--- src/rtl/pacman_input_pkg.sv ---
// Shared constants for the pacman input front-end: PS/2 set-2 scan codes,
// coin sequencer states and the MiSTer joystick bit layout.
package pacman_input_pkg;

   localparam logic [7:0] KEY_UP    = 8'h75;
   localparam logic [7:0] KEY_DOWN  = 8'h72;
   localparam logic [7:0] KEY_LEFT  = 8'h6B;
   localparam logic [7:0] KEY_RIGHT = 8'h74;
   localparam logic [7:0] KEY_SPACE = 8'h29;
   localparam logic [7:0] KEY_LCTRL = 8'h14;
   localparam logic [7:0] KEY_F1    = 8'h05;
   localparam logic [7:0] KEY_F2    = 8'h06;

   localparam logic [7:0] PFX_EXT   = 8'hE0;
   localparam logic [7:0] PFX_BREAK = 8'hF0;

   typedef enum logic [1:0] {IDLE, COIN, GAP, START} coin_state_t;

   localparam int BTN_RIGHT  = 0;
   localparam int BTN_LEFT   = 1;
   localparam int BTN_DOWN   = 2;
   localparam int BTN_UP     = 3;
   localparam int BTN_START1 = 4;
   localparam int BTN_START2 = 5;

endpackage

--- src/rtl/pacman_ps2_keys.sv ---
// Decodes hps_io ps2_key toggle records into held key levels.
// One edge from a toggle to the updated key register; no backpressure.
module pacman_ps2_keys
   import pacman_input_pkg::*;
(
   input  logic        clk_sys,
   input  logic        reset,
   input  logic [64:0] ps2_key,
   output logic        ku,
   output logic        kd,
   output logic        kl,
   output logic        kr,
   output logic        kf,
   output logic        ks1,
   output logic        ks2
);

   logic       toggle_q;
   logic       key_event;
   logic       pressed;
   logic       extended;
   logic [7:0] code;

   always_comb begin
      key_event = (ps2_key[64] != toggle_q) && (ps2_key[63:24] == 40'd0);
      pressed   = (ps2_key[15:8] != PFX_BREAK);
      extended  = pressed ? (ps2_key[15:8] == PFX_EXT) : (ps2_key[23:16] == PFX_EXT);
      code      = ps2_key[7:0];
   end

   // Tracker reloads from the live toggle on reset so reset itself is never an event.
   always_ff @(posedge clk_sys) begin
      if (reset) begin
         toggle_q <= ps2_key[64];
         ku  <= 1'b0;
         kd  <= 1'b0;
         kl  <= 1'b0;
         kr  <= 1'b0;
         kf  <= 1'b0;
         ks1 <= 1'b0;
         ks2 <= 1'b0;
      end else begin
         toggle_q <= ps2_key[64];
         if (key_event) begin
            case (code)
               KEY_UP:    ku <= pressed;
               KEY_DOWN:  kd <= pressed;
               KEY_LEFT:  kl <= pressed;
               KEY_RIGHT: kr <= pressed;
               KEY_SPACE, KEY_LCTRL: if (!extended) kf <= pressed;
               KEY_F1:    if (!extended) ks1 <= pressed;
               KEY_F2:    if (!extended) ks2 <= pressed;
               default: ;
            endcase
         end
      end
   end

endmodule

--- src/rtl/pacman_input_ctrl.sv ---
// Merges keyboard and joysticks into I_JOYSTICK_A / I_SW, with a timed coin->gap->start sequencer.
// joy_a_n: 1 edge from joystick, 2 from a key; sw/busy: registered state decode; extra start requests while busy are dropped.
module pacman_input_ctrl
   import pacman_input_pkg::*;
#(
   parameter int COIN_CYCLES  = 2400000,
   parameter int GAP_CYCLES   = 1200000,
   parameter int START_CYCLES = 2400000
) (
   input  logic        clk_sys,
   input  logic        reset,
   input  logic [64:0] ps2_key,
   input  logic [15:0] joystick_0,
   input  logic [15:0] joystick_1,
   input  logic        rotate,
   output logic [4:0]  joy_a_n,
   output logic [3:0]  sw,
   output logic        busy
);

   localparam int MAX_CYCLES = (COIN_CYCLES > GAP_CYCLES)
                               ? ((COIN_CYCLES > START_CYCLES) ? COIN_CYCLES : START_CYCLES)
                               : ((GAP_CYCLES > START_CYCLES) ? GAP_CYCLES : START_CYCLES);
   localparam int CNT_W = (MAX_CYCLES > 1) ? $clog2(MAX_CYCLES) : 1;

   localparam logic [CNT_W-1:0] COIN_LOAD  = CNT_W'(COIN_CYCLES - 1);
   localparam logic [CNT_W-1:0] GAP_LOAD   = CNT_W'(GAP_CYCLES - 1);
   localparam logic [CNT_W-1:0] START_LOAD = CNT_W'(START_CYCLES - 1);

   logic ku, kd, kl, kr, kf, ks1, ks2;

   pacman_ps2_keys u_keys (
      .clk_sys (clk_sys),
      .reset   (reset),
      .ps2_key (ps2_key),
      .ku      (ku),
      .kd      (kd),
      .kl      (kl),
      .kr      (kr),
      .kf      (kf),
      .ks1     (ks1),
      .ks2     (ks2)
   );

   logic [5:0]       j;
   logic             c_up, c_dn, c_lf, c_rt;
   logic             up, dn, lf, rt;
   logic [4:0]       joy_nxt;
   logic             s1, s2, s1_q, s2_q, s1_edge, s2_edge;
   coin_state_t      state_q, state_nxt;
   logic [CNT_W-1:0] cnt_q, cnt_nxt;
   logic             sel_q, sel_nxt;
   logic [3:0]       sw_nxt;

   always_comb begin
      j    = joystick_0[5:0] | joystick_1[5:0];
      c_up = ku | j[BTN_UP];
      c_dn = kd | j[BTN_DOWN];
      c_lf = kl | j[BTN_LEFT];
      c_rt = kr | j[BTN_RIGHT];
      // Horz orientation turns the cabinet a quarter turn: left becomes up, up becomes right.
      if (rotate) begin
         up = c_lf;
         dn = c_rt;
         lf = c_dn;
         rt = c_up;
      end else begin
         up = c_up;
         dn = c_dn;
         lf = c_lf;
         rt = c_rt;
      end
      joy_nxt = ~{kf, rt, lf, dn, up};
      s1      = ks1 | j[BTN_START1];
      s2      = ks2 | j[BTN_START2];
      s1_edge = s1 & ~s1_q;
      s2_edge = s2 & ~s2_q;
   end

   always_comb begin
      state_nxt = state_q;
      cnt_nxt   = cnt_q;
      sel_nxt   = sel_q;
      case (state_q)
         IDLE: begin
            if (s1_edge || s2_edge) begin
               state_nxt = COIN;
               cnt_nxt   = COIN_LOAD;
               sel_nxt   = s1_edge;
            end
         end
         COIN: begin
            if (cnt_q == '0) begin
               state_nxt = GAP;
               cnt_nxt   = GAP_LOAD;
            end else begin
               cnt_nxt = cnt_q - 1'b1;
            end
         end
         GAP: begin
            if (cnt_q == '0) begin
               state_nxt = START;
               cnt_nxt   = START_LOAD;
            end else begin
               cnt_nxt = cnt_q - 1'b1;
            end
         end
         START: begin
            if (cnt_q == '0) state_nxt = IDLE;
            else             cnt_nxt   = cnt_q - 1'b1;
         end
         default: state_nxt = IDLE;
      endcase
      sw_nxt = {(state_q == START) && !sel_q, state_q == COIN, 1'b0, (state_q == START) && sel_q};
   end

   always_ff @(posedge clk_sys) begin
      if (reset) begin
         state_q <= IDLE;
         cnt_q   <= '0;
         sel_q   <= 1'b0;
         s1_q    <= 1'b0;
         s2_q    <= 1'b0;
         joy_a_n <= 5'b11111;
         sw      <= 4'b0000;
         busy    <= 1'b0;
      end else begin
         state_q <= state_nxt;
         cnt_q   <= cnt_nxt;
         sel_q   <= sel_nxt;
         s1_q    <= s1;
         s2_q    <= s2;
         joy_a_n <= joy_nxt;
         sw      <= sw_nxt;
         busy    <= (state_q != IDLE);
      end
   end

endmodule

--- config.mk ---
export PLATFORM = sky130hd
export DESIGN_NAME = pacman_input_ctrl
export DESIGN_NICKNAME = d
export VERILOG_FILES = /design/src/rtl/pacman_input_pkg.sv /design/src/rtl/pacman_ps2_keys.sv /design/src/rtl/pacman_input_ctrl.sv
export SDC_FILE = /design/constraint.sdc
export NUM_CORES = 1
export LEC_CHECK = 0
export CORE_MARGIN = 4
export CORE_UTILIZATION = 40
export DETAILED_ROUTE_END_ITERATION = 8
export PLACE_DENSITY = 0.8
export RECOVER_POWER = 25
export SLEW_MARGIN = 20
export SYNTH_ARGS = -nofsm -noshare
export SYNTH_HDL_FRONTEND = slang
export SYNTH_SLANG_ARGS = --single-unit
--- constraint.sdc ---
create_clock -name clk_sys -period 4.8 [get_ports clk_sys]
set_input_delay 0.96 -clock clk_sys [delete_from_list [all_inputs] [get_ports clk_sys]]
set_output_delay 0.96 -clock clk_sys [all_outputs]
set_load 0.1 [all_outputs]
Word level (Yosys, flattened, before mapping)
Index checks and enable logic that the tools add are counted. Widths: inputs -> output; s select.

Register bits after elaboration: 45. Bits in latches: 0. RAM bits: 0. ROM bits: 0. Bits of input ports: 100. Output and inout bits: 10. Logic and storage cells: 86. Memories: 0.

Add/sub/neg operators: 1. Multiply operators: 0. Divide/modulo/power cells: 0. $lt $le $gt $ge: 0. Equal/unequal tests: 20. Shift-type cells: 0. Multiplexer cells: 15. Bitwise logic cells: 13. Reductions and logical operators: 20.

Operators by type and width (count): $mux 22 (4); $pmux 22 s4 (1); $logic_not 40->1 (1); $eq 8x7->1 const B (4); $logic_not 22->1 (1); $sub 22x1->22 const B (1); $eq 8x3->1 const B (2); $eq 8x8->1 const B (2); $reduce_and 2->1 (6); $reduce_and 3->1 (3); $eq 8x5->1 const B (1); $eq 8x6->1 const B (1); $mux 2 (4); $ne 2x2->1 const B (4); $ne 8x8->1 const B (1); $pmux 2 s4 (1); $or 1x1->1 (6); $or 6x6->6 (1); $mux 1 (5); $not 5->5 (1); $eq 2x2->1 const B (2); $reduce_and 4->1 (1); $logic_and 1x1->1 (3); $not 1->1 (3); other kinds (9) (10).

Longest topological paths before layout
Gate-level depths: netlist (run 1).

Depth after elaboration: 6. Gate-level depth with buffers: 9. Depth with buffers taken out: 7.

Hierarchy
A second synthesis (run 1) with hierarchy kept.

Cell total of the unflattened synthesis: 302. Area, all modules: 2526.2 um^2.

By module, submodules not included: pacman_input_ctrl (times used 1, cells an instance 235, area an instance 1933.1 um^2, seq. area each 720.7 um^2); pacman_ps2_keys (times used 1, cells an instance 67, area an instance 593.1 um^2, seq. area each 160.2 um^2).

Worst setup path after synthesis (run 1)
No wires, ideal clock.

Kind: input to register. From: input ps2_key[2]. To: register u_keys.kf. Data arrival time: 2096 ps. Setup slack: 2580 ps. Cell stages on the path: 4. Path buffers: 0. Path through: or4b_2 > a221oi_1 > nand3_1 > mux2i_1.

Longest elaborated chain between the ends: 3.

Ends and longest elaborated chain: start, declared (line pacman_input_ctrl.sv:12) `input logic [64:0] ps2_key,`; $eq 8x6->1 / $eq 8x5->1 (equally long branches) (line pacman_ps2_keys.sv:45) `case (code)`; $reduce_or 2->1 (*) (line pacman_ps2_keys.sv:45); $reduce_and 3->1 (no line) (*); end signal, assigned (line pacman_ps2_keys.sv:50) `KEY_SPACE, KEY_LCTRL: if (!extended) kf <= pressed;`; end, declared (line pacman_ps2_keys.sv:13) `output logic kf,`.

Every way passes the cells marked *; elsewhere a longest branch is shown, timed or not. A chain may end at the register's enable or synchronous reset.

==> impl_metrics.csv, run 1 <==
group,metric,value,unit
clocking,hold_buffers,0,
clocking,cts_tree,"built",
sta,worst_slew_pin_slew,1.04,ns
die,start_util,40.9,%
sta,finalMaxSlewViolations,0,
sta,final.setup_skew,0.00646,ns
placed_design,port_buffers,88,
critical_path,startpoint_type,"input port",
sta,finalSetupTns,0,ns
critical_path,rr_startpoint,"cnt_q[0]",
critical_path,crit_path_cell_trace,"dlygate4sd3_1 -> clkbuf_1 -> a21oi_1 -> o41ai_1 -> nor3_1",
sta,finalCritPeriodShare,63.4,%
logic_synthesis,synthesis.nets,419,
worst_hold_path,hp-start,"u_keys.kf",
logic_synthesis,seq_area_frac_synth,34.1,%
placed_design,place_ws,1.74,ns
logic_synthesis,synth-seq-cells,44,
sta,rsz0062_at_grt,"false",
power,cellLeakagePower,1.32,nW
finish,layout_commonest_cell,"clkdlybuf4s50_1",
die,io_pins,110,
critical_path,cp_slowest_cell,"dlygate4sd3_1",
route,drt_pass1_iterations,4,
die,rows,29,
clocking,clk-insertion-delay-late,0.30,ns
critical_path,critPathKind,"in2reg",
worst_hold_path,whs_path_depth,1,
placed_design,hpwlAfterDp,5820,um
critical_path,critPathMaxFanout,23,
logic_synthesis,syn_area_per_cell,8.25,um^2
logic_synthesis,synth-edff-count,0,
logic_synthesis,syn_inst,313,
sta,max-slew-margin-rel,30.1,%
global_routing,grt_pass1_vias,2615,
route,drtIter0Drc,205,
clocking,h-tree-depth,2,
die,die_area,0.00781,mm^2
route,ant_nets,0,
route,drcViolationCount,0,
global_routing,grt_pass1_wl,12500,um
logic_synthesis,synth_top_area_share,34.1,%
finish,diodes,0,
run,cap_viol_max_count,0,
global_routing,grt_max_degree,24,
clocking,ctsResizeCount,0,
finish,syn2layout_area_growth,38.2,%
clocking,cts-root-buf,"clkbuf_8",
die,core-area,0.00631,mm^2
logic_synthesis,synth_cell_types,59,
clocking,cts.clk_slew.worst_paths,0.08,ns
logic_synthesis,yosys_warnings,0,
finish,final_cell_mix,"85 x clkdlybuf4s50_1, 44 x dfxtp_1, 27 x nor3_1",
logic_synthesis,synth_area,0.00258,mm^2
die,dieHeight,88.4,um
critical_path,ff2ff_path_depth,8,
critical_path,crit_arrival,3.22,ns
sta,fmax,329,MHz
finish,postLayoutCoreUtil,56.5,%
route,routedWlPerCell,15.8,um
logic_synthesis,synthTopCellsByArea,"dfxtp_1 34%, nor4_1 5.6%, nor3_1 5.2%, nor2_1 3.8%, a21oi_1 3.1%",
critical_path,slowest_delay,0.90,ns
sta,finalCriticalPeriod,3.04,ns
power,ir_drop,0.321,mV
critical_path,reg2reg_to,"cnt_q[13]",
placed_design,gp_congestion,0.886,
sta,finalHoldViolCount,0,
clocking,post-cts-setup-buffers,0,
finish,nNetsFinal,500,
critical_path,reg2reg_slack,2.43,ns
sta,timing.final.ws_setup,1.76,ns
logic_synthesis,synthArstFlopShare,0,%
power,powerDensity,452,mW/mm^2
worst_hold_path,hp-class,"reg2reg",
run_status,run_status,"finished, final reports clean",
critical_path,end_kind,"flop",
logic_synthesis,synthFlopType,"dfxtp_1",
die,fp.dieW,88.4,um
logic_synthesis,synth_top_cell_by_area,"dfxtp_1",
sta,finalSetupViolations,0,
global_routing,gr-total-overflow,0,
finish,fillers,605,
global_routing,track_usage,20.1,%
clocking,numClockSinks,44,
route,dr_total_vias,2717,
global_routing,antenna_found_initial,0,
route,viasPerCell,5.77,
worst_hold_path,hold_end,"joy_a_n[4]",
finish,drive_above_1_share,5.58,%
clocking,clockBufferDepth,2,
clocking,cts_inserted_buffers,5,
critical_path,crit_required,4.98,ns
route,wirelength,7450,um
[logic make-up (layout without fill, tap and decap cells)]
kind of cell	Yosys count	in the layout	share of synthesized area (%)
and+or+nand+nor	154	154	35.2
xor gates and xnor gates	2	2	0.678
adders and majority gates	6	6	2.91
DFF	44	44	34.1
AOI/OAI and AO/OA	71	71	19.2
other	1	1	0.145
muxes	8	8	3.10
buffers and inverters	27	108	4.70
[through the flow]
step	total power, mW	hold slack [ns]	instance area [um^2]	cells
4_1_cts	1.61	0.424	3570	471
3_5_place_dp	1.39	0.407	3500	464
5_1_grt	1.74	0.435	3570	471
6_report	1.61	0.417	3570	471
3_3_place_gp	1.36	0.390	3500	464
2_1_floorplan	1.18	0.377	2580	313
[cells in the mapped netlist (all sizes together), types with 5 or more instances]
| library cell | n |
|---|---|
| a21oi | 16 |
| nor4 | 26 |
| or3 | 5 |
| o21ai | 14 |
| mux2i | 8 |
| nand2 | 16 |
| a31oi | 5 |
| inv | 11 |
| a211o | 5 |
| nor2 | 26 |
| nand3 | 7 |
| buf | 5 |
| nand4 | 9 |
| nand2b | 11 |
| nor3 | 27 |
| dfxtp | 44 |
| clkbuf | 11 |
| ha | 6 |
| or4 | 6 |
[cell type report]
type | count | area, um^2 | share of cell area, %
multi-input cells | 242 | 1580 | 44.3
repair buffers | 90 | 892 | 25.0
flip-flops and latches | 44 | 881 | 24.7
well taps | 77 | 96.3 | 2.70
clock buffers | 6 | 72.6 | 2.03
inverters | 11 | 41.3 | 1.16
clock inverters | 1 | 5.00 | 0.140
[metal layers]
layer  part of all wire, %  global-route usage (%)  routed length [um]  vias to the layer above
met3                   4.5                    3.45                 338                       12
met5                     0                       0                   0                        -
met4                   1.8                    7.55                 131                        0
met1                    42                    25.2                3140                     1270
li1                      -                       -                   -                     1365
met2                    52                    34.5                3840                       70
[sequential cells by signal (all words and copies together) (netlist names), 2 cells and up]
register	cells
state_q	2
sw	3
cnt_q	22
joy_a_n	5
[worst max path at each step]
stage / cells after the start / slack, ns / start / end
floorplan: 4 / 2.58 / ps2_key[2] / u_keys.kf
global placement: 7 / 1.79 / joystick_1[4] / cnt_q[15]
detailed placement: 7 / 1.74 / joystick_1[4] / cnt_q[13]
CTS: 7 / 2.05 / joystick_1[4] / cnt_q[13]
global route: 5 / 1.57 / reset / cnt_q[18]
finish: 5 / 1.76 / reset / cnt_q[18]
[worst max-delay path: cells and delay by family]
| kind | cells | cell delay (ns) |
|---|---|---|
| buffers and inverters | 2 | 1.66 |
| and+or+nand+nor | 1 | 0.11 |
| AOI/OAI and AO/OA | 2 | 0.48 |
[report_power, final]
part | switching [mW] | total, mW | internal (mW) | leakage [nW]
clock network | 0.121 | 0.220 | 0.0990 | 0.0410
logic | 0.497 | 0.832 | 0.335 | 0.921
registers | 0.111 | 0.559 | 0.449 | 0.362
total | 0.729 | 1.61 | 0.883 | 1.32
No activity file was read; power rests on OpenSTA's default activity.
==> run 2, diff against run 1 <==
CORE_UTILIZATION = 39   (was 40)
PLACE_DENSITY = 0.81   (was 0.8)
clock period = 2.61 ns   (was 4.8 ns; I/O delays follow)
==> impl_metrics.csv, run 2 (synthesis results as in run 1) <==
group,metric,value,unit
run_status,run_status,"finished, final reports clean",
finish,largest_reg_flops,22,
placed_design,place_ws,0.224,ns
clocking,clk-insertion-delay-late,0.31,ns
finish,fin_cells,475,
power,ir_drop,0.511,mV
power,p_int,1.74,mW
clocking,numClockSinks,44,
sta,worst_slew_pin_slew,1.20,ns
power,powerDensity,873,mW/mm^2
sta,finalCriticalPeriod,2.29,ns
route,drt_pass1_iterations,5,
die,io_pins,110,
route,ant_nets,0,
global_routing,grt_max_degree,29,
critical_path,reg2reg_slack,0.39,ns
global_routing,grt_pass1_wl,12000,um
global_routing,antenna_found_initial,0,
clocking,clockBufferDepth,2,
clocking,hold_buffers,0,
global_routing,gr-total-overflow,0,
sta,finalMaxSlewViolations,0,
worst_hold_path,hp-class,"reg2reg",
sta,fmax,437,MHz
finish,fillers,607,
route,drcViolationCount,0,
global_routing,track_usage,19.0,%
critical_path,crit_required,2.80,ns
route,drtIter0Drc,171,
sta,max-slew-margin-rel,20.1,%
clocking,cts_inserted_buffers,5,
critical_path,critPathMaxFanout,28,
sta,timing.final.ws_setup,0.324,ns
finish,largest_register,"cnt_q",
worst_hold_path,hold_end,"joy_a_n[4]",
finish,syn2layout_area_growth,38.2,%
power,pwr-share-comb,49.9,%
clocking,cts.clk_slew.worst_paths,0.08,ns
sta,finalHoldViolCount,0,
clocking,cts_tree,"built",
placed_design,placed_cells,467,
clocking,cts-root-buf,"clkbuf_8",
finish,postLayoutCoreUtil,55.9,%
sta,final.setup_skew,0.00602,ns
die,core-area,0.00639,mm^2
die,fp.dieW,89.4,um
finish,top_regs,"cnt_q: 22 flops, joy_a_n: 5 flops, sw: 3 flops",
power,sw_frac_of_total,44.3,%
critical_path,reg2reg_to,"cnt_q[2]",
critical_path,critPathKind,"in2reg",
sta,finalCritPeriodShare,87.6,%
sta,finalSetupTns,0,ns
finish,final_cell_mix,"78 x clkdlybuf4s50_1, 44 x dfxtp_1, 27 x nor3_1",
placed_design,port_buffers,88,
finish,nNetsFinal,503,
critical_path,startpoint_type,"input port",
clocking,post-cts-setup-buffers,0,
power,p_seq_share,32.9,%
critical_path,end_kind,"flop",
die,rows,29,
die,start_util,40.5,%
route,wirelength,7500,um
run,cap_viol_max_count,0,
sta,finalSetupViolations,0,
critical_path,crit_arrival,2.47,ns
global_routing,grt_pass1_vias,2588,
finish,fin_area,0.00357,mm^2
finish,drive_above_1_share,6.78,%
route,dr_total_vias,2724,
critical_path,rr_startpoint,"cnt_q[0]",
worst_hold_path,whs_path_depth,1,
finish,diodes,0,
die,die_area,0.00799,mm^2
worst_hold_path,hp-start,"u_keys.kf",
placed_design,postPlaceCellArea,0.00350,mm^2
route,viasPerCell,5.73,
finish,layout_commonest_cell,"clkdlybuf4s50_1",
clocking,ctsResizeCount,0,
power,clockPowerShare,17.2,%
power,switching_power,1.38,mW
die,dieHeight,89.4,um
sta,rsz0062_at_grt,"false",
route,routedWlPerCell,15.8,um
placed_design,hpwlAfterDp,5890,um
placed_design,gp_congestion,0.926,
clocking,h-tree-depth,2,
critical_path,ff2ff_path_depth,7,
power,cellLeakagePower,1.33,nW
==> run 2: power by group through the flow <==
| stage | combinational, mW | clock [mW] | sequential [mW] |
|---|---|---|---|
| after floorplan | 1.09 | 0 | 1.08 |
| after global placement | 1.50 | 0 | 1.03 |
| after detailed placement | 1.54 | 0 | 1.03 |
| after CTS | 1.55 | 0.540 | 1.02 |
| after global routing | 1.72 | 0.571 | 1.05 |
| final | 1.55 | 0.536 | 1.03 |
==> run 2: worst max-delay path: stages <==
cell and delay (ns):
clkdlybuf4s50_1 0.72, clkbuf_1 0.85, a21o_1 0.27, mux2i_1 0.11
==> run 2: worst max path at each step <==
stage,from,endpoint,cells past startpoint
finish,reset,u_keys.kd,4
global route,cnt_q[0],cnt_q[18],7
global placement,ps2_key[3],u_keys.kf,6
detailed placement,ps2_key[3],u_keys.kf,6
floorplan,cnt_q[4],cnt_q[19],6
CTS,cnt_q[0],cnt_q[2],7
==> run 2: cell type report <==
class	instances	area [um^2]	share of cell area [%]
multi-input combinational	242	1580	44.3
sequential	44	881	24.7
timing repair buffer	93	858	24.0
tap	77	96.3	2.70
clock buffer	5	68.8	1.93
clock inverter	3	42.5	1.19
inverter	11	41.3	1.16
==> run 2: through the flow <==
step                hold slack [ns]  total power [mW]
floorplan                     0.377              2.17
global placement              0.390              2.52
detailed placement            0.402              2.57
CTS                           0.424              3.11
global route                  0.442              3.34
finish                        0.423              3.12
==> run 2: routing by layer <==
layer	vias to the layer above	GRT usage (%)	part of all wire, %	wire (um)
met3	21	2.95	5.2	392
met5	-	0	0	0
li1	1372	-	-	-
met1	1245	23.5	42	3150
met2	86	33.4	50	3780
met4	0	6.36	2.4	181
==> run 3, diff against run 2 <==
ABC_AREA = 1   (was default)
CELL_PAD_IN_SITES_DETAIL_PLACEMENT = 1   (was default)
CELL_PAD_IN_SITES_GLOBAL_PLACEMENT = 2   (was default)
CORE_UTILIZATION = 20   (was 39)
PLACE_DENSITY = 0.8   (was 0.81)
==> impl_metrics.csv, run 3 <==
group,metric,value,unit
route,dr_total_vias,3491,
finish,fillers,1902,
finish,fin_area,0.00425,mm^2
route,ant_nets,0,
logic_synthesis,synth-xor-area-share,3.21,%
sta,rsz0062_at_grt,"false",
sta,finalMaxSlewViolations,0,
finish,diodes,0,
global_routing,grt_pass1_wl,17700,um
finish,final-seq-area,881,um^2
finish,drive_above_1_share,5.91,%
finish,top_regs,"cnt_q: 22 flops, joy_a_n: 5 flops, sw: 3 flops",
sta,fmax,501,MHz
logic_synthesis,synth_cell_types,33,
placed_design,postPlaceCellArea,0.00409,mm^2
clocking,clockBufferDepth,2,
finish,nNetsFinal,697,
logic_synthesis,synth-compound-area-share,10.5,%
run,cap_viol_max_count,0,
finish,layout_commonest_cell,"nor2_1",
sta,finalSetupViolations,0,
clocking,numClockSinks,44,
logic_synthesis,synth-seq-cells,44,
power,powerDensity,818,mW/mm^2
die,io_pins,110,
global_routing,track_usage,12.9,%
global_routing,grt_pass1_vias,3711,
critical_path,startpoint_type,"input port",
placed_design,place_ws,0.355,ns
route,wirelength,10700,um
placed_design,port_buffers,88,
logic_synthesis,synthAdderAreaFrac,2.50,%
critical_path,crit_required,2.79,ns
critical_path,crit_arrival,2.18,ns
route,routedWlPerCell,13.8,um
clocking,hold_buffers,0,
logic_synthesis,synth_top_area_share,29.3,%
die,dieHeight,131,um
logic_synthesis,synthFlopType,"dfxtp_1",
sta,worst_slew_pin_slew,1.16,ns
sta,max-slew-margin-rel,22.7,%
sta,finalCritPeriodShare,76.5,%
die,start_util,20.5,%
finish,syn2layout_area_growth,41.5,%
clocking,cts_tree,"built",
sta,hold_slack,0.413,ns
critical_path,end_kind,"flop",
logic_synthesis,synth_area,0.00300,mm^2
logic_synthesis,synthArstFlopShare,0,%
clocking,post-cts-setup-buffers,0,
route,drtIter0Drc,95,
power,cellLeakagePower,1.80,nW
logic_synthesis,syn_inst,498,
critical_path,critPathBufInv,1,
clocking,ctsResizeCount,0,
placed_design,hpwlAfterDp,8810,um
sta,finalHoldViolCount,0,
run_status,run_status,"finished, final reports clean",
logic_synthesis,synth_top_cell_by_area,"dfxtp_1",
route,drt_pass1_iterations,4,
sta,timing.final.ws_setup,0.612,ns
global_routing,grt_max_degree,28,
critical_path,cp_common_cell,"nor2_1",
die,rows,44,
critical_path,crit_path_cell_trace,"dlygate4sd3_1 -> xor2_1 -> nand3b_1 -> nor2_1 -> nand4_1 -> nor2_1 -> nor2_1",
global_routing,gr-total-overflow,0,
route,viasPerCell,4.50,
logic_synthesis,syn_area_per_cell,6.03,um^2
clocking,cts-root-buf,"clkbuf_16",
route,drcViolationCount,0,
die,fp.dieW,131,um
logic_synthesis,synthMuxAreaShare,0,%
die,die_area,0.0170,mm^2
finish,multi_input_area,0.00187,mm^2
critical_path,path_delay_family,"simple AND/OR/NAND/NOR gates",
finish,postLayoutCoreUtil,29.0,%
logic_synthesis,synthSimpleGateAreaFrac,45.8,%
finish,largest_reg_flops,22,
global_routing,antenna_found_initial,0,
sta,final.setup_skew,0.00791,ns
finish,final_cell_mix,"121 x nor2_1, 107 x nand2_1, 77 x clkdlybuf4s50_1",
logic_synthesis,seq_area_frac_synth,29.3,%
logic_synthesis,yosys_warnings,0,
logic_synthesis,synth-edff-count,0,
logic_synthesis,synthTopCellsByArea,"dfxtp_1 29%, nor2_1 15%, nand2_1 13%, inv_1 7.0%, nand3_1 5.7%",
placed_design,gp_congestion,0.815,
die,core-area,0.0146,mm^2
clocking,cts.clk_slew.worst_paths,0.07,ns
critical_path,critPathKind,"in2reg",
clocking,h-tree-depth,2,
critical_path,slowest_delay,0.56,ns
power,ir_drop,0.356,mV
worst_hold_path,hp-class,"reg2reg",
critical_path,critPathMaxFanout,6,
logic_synthesis,synth_most_common_cell,"nor2_1",
critical_path,cp_slowest_cell,"dlygate4sd3_1",
logic_synthesis,synth_top_family_by_area,"simple AND/OR/NAND/NOR gates",
clocking,cts_inserted_buffers,5,
sta,finalSetupTns,0,ns
logic_synthesis,netlist_top_cells_count,"121 x nor2_1, 107 x nand2_1, 56 x inv_1",
clocking,clk-insertion-delay-late,0.29,ns
sta,finalCriticalPeriod,2.00,ns
finish,largest_register,"cnt_q",
logic_synthesis,synthesis.nets,604,
-- run 3: changes by cell type after synthesis, sizes merged, moves of 6 or more --
cell / change
nor2: +103
clkbuf: -6
nor4: -24
nand2b: -11
mux2i: -8
inv: +47
o21ai: +13
a21oi: +11
nand4: +15
or4: -6
nand3: +29
nor3: -20
nand2: +92
-- run 3: area by class of cell --
type,count,share of cell area [%]
multi-input cells,389,43.9
repair buffers,93,20.9
flip-flops and latches,44,20.7
well taps,184,5.42
inverters,58,5.13
clock buffers,6,3.03
clock inverters,2,0.825
-- run 3: stage by stage --
stage	cells	total power, mW
detailed placement	768	2.77
floorplan	498	2.19
global placement	768	2.71
global route	776	3.77
CTS	776	3.51
finish	776	3.47
-- run 3: worst reg2reg max path: cells and delay by family (launching register included) --
family	cells	cell delay [ns]
AND/OR/NAND/NOR	6	0.89
AO/OA/AOI/OAI	2	0.66
flip-flops	1	0.35
-- run 3: path summary, 6_finish.rpt --
| kind | from | endpoint | slack [ns] | cells after the start |
|---|---|---|---|---|
| max | ps2_key[64] | u_keys.kd | 0.61 | 7 |
| min | u_keys.kf | joy_a_n[4] | 0.41 | 1 |
| max reg2reg | cnt_q[6] | cnt_q[13] | 0.62 | 8 |
| min reg2reg | u_keys.kf | joy_a_n[4] | 0.41 | 1 |
-- run 3: report_power, final --
part	internal, mW	leakage [nW]	total [mW]	switching [mW]
Clock	0.451	0.0808	0.727	0.276
Combinational	0.618	1.35	1.79	1.17
Sequential	0.813	0.362	0.959	0.146
-- run 3: logic make-up after synthesis --
logic type | Yosys count
compound gates | 59
xor+xnor | 11
fa+ha+maj | 6
buf+inv | 65
flops | 44
other cells | 1
simple gates | 312
-- run 3: layer usage --
layer	track usage, %	part of all wire [%]	vias to the layer above
met5	0	0	-
met4	2.90	1.4	0
met3	1.99	2.6	11
met2	23.0	49	48
met1	16.3	47	1642
li1	-	-	1790
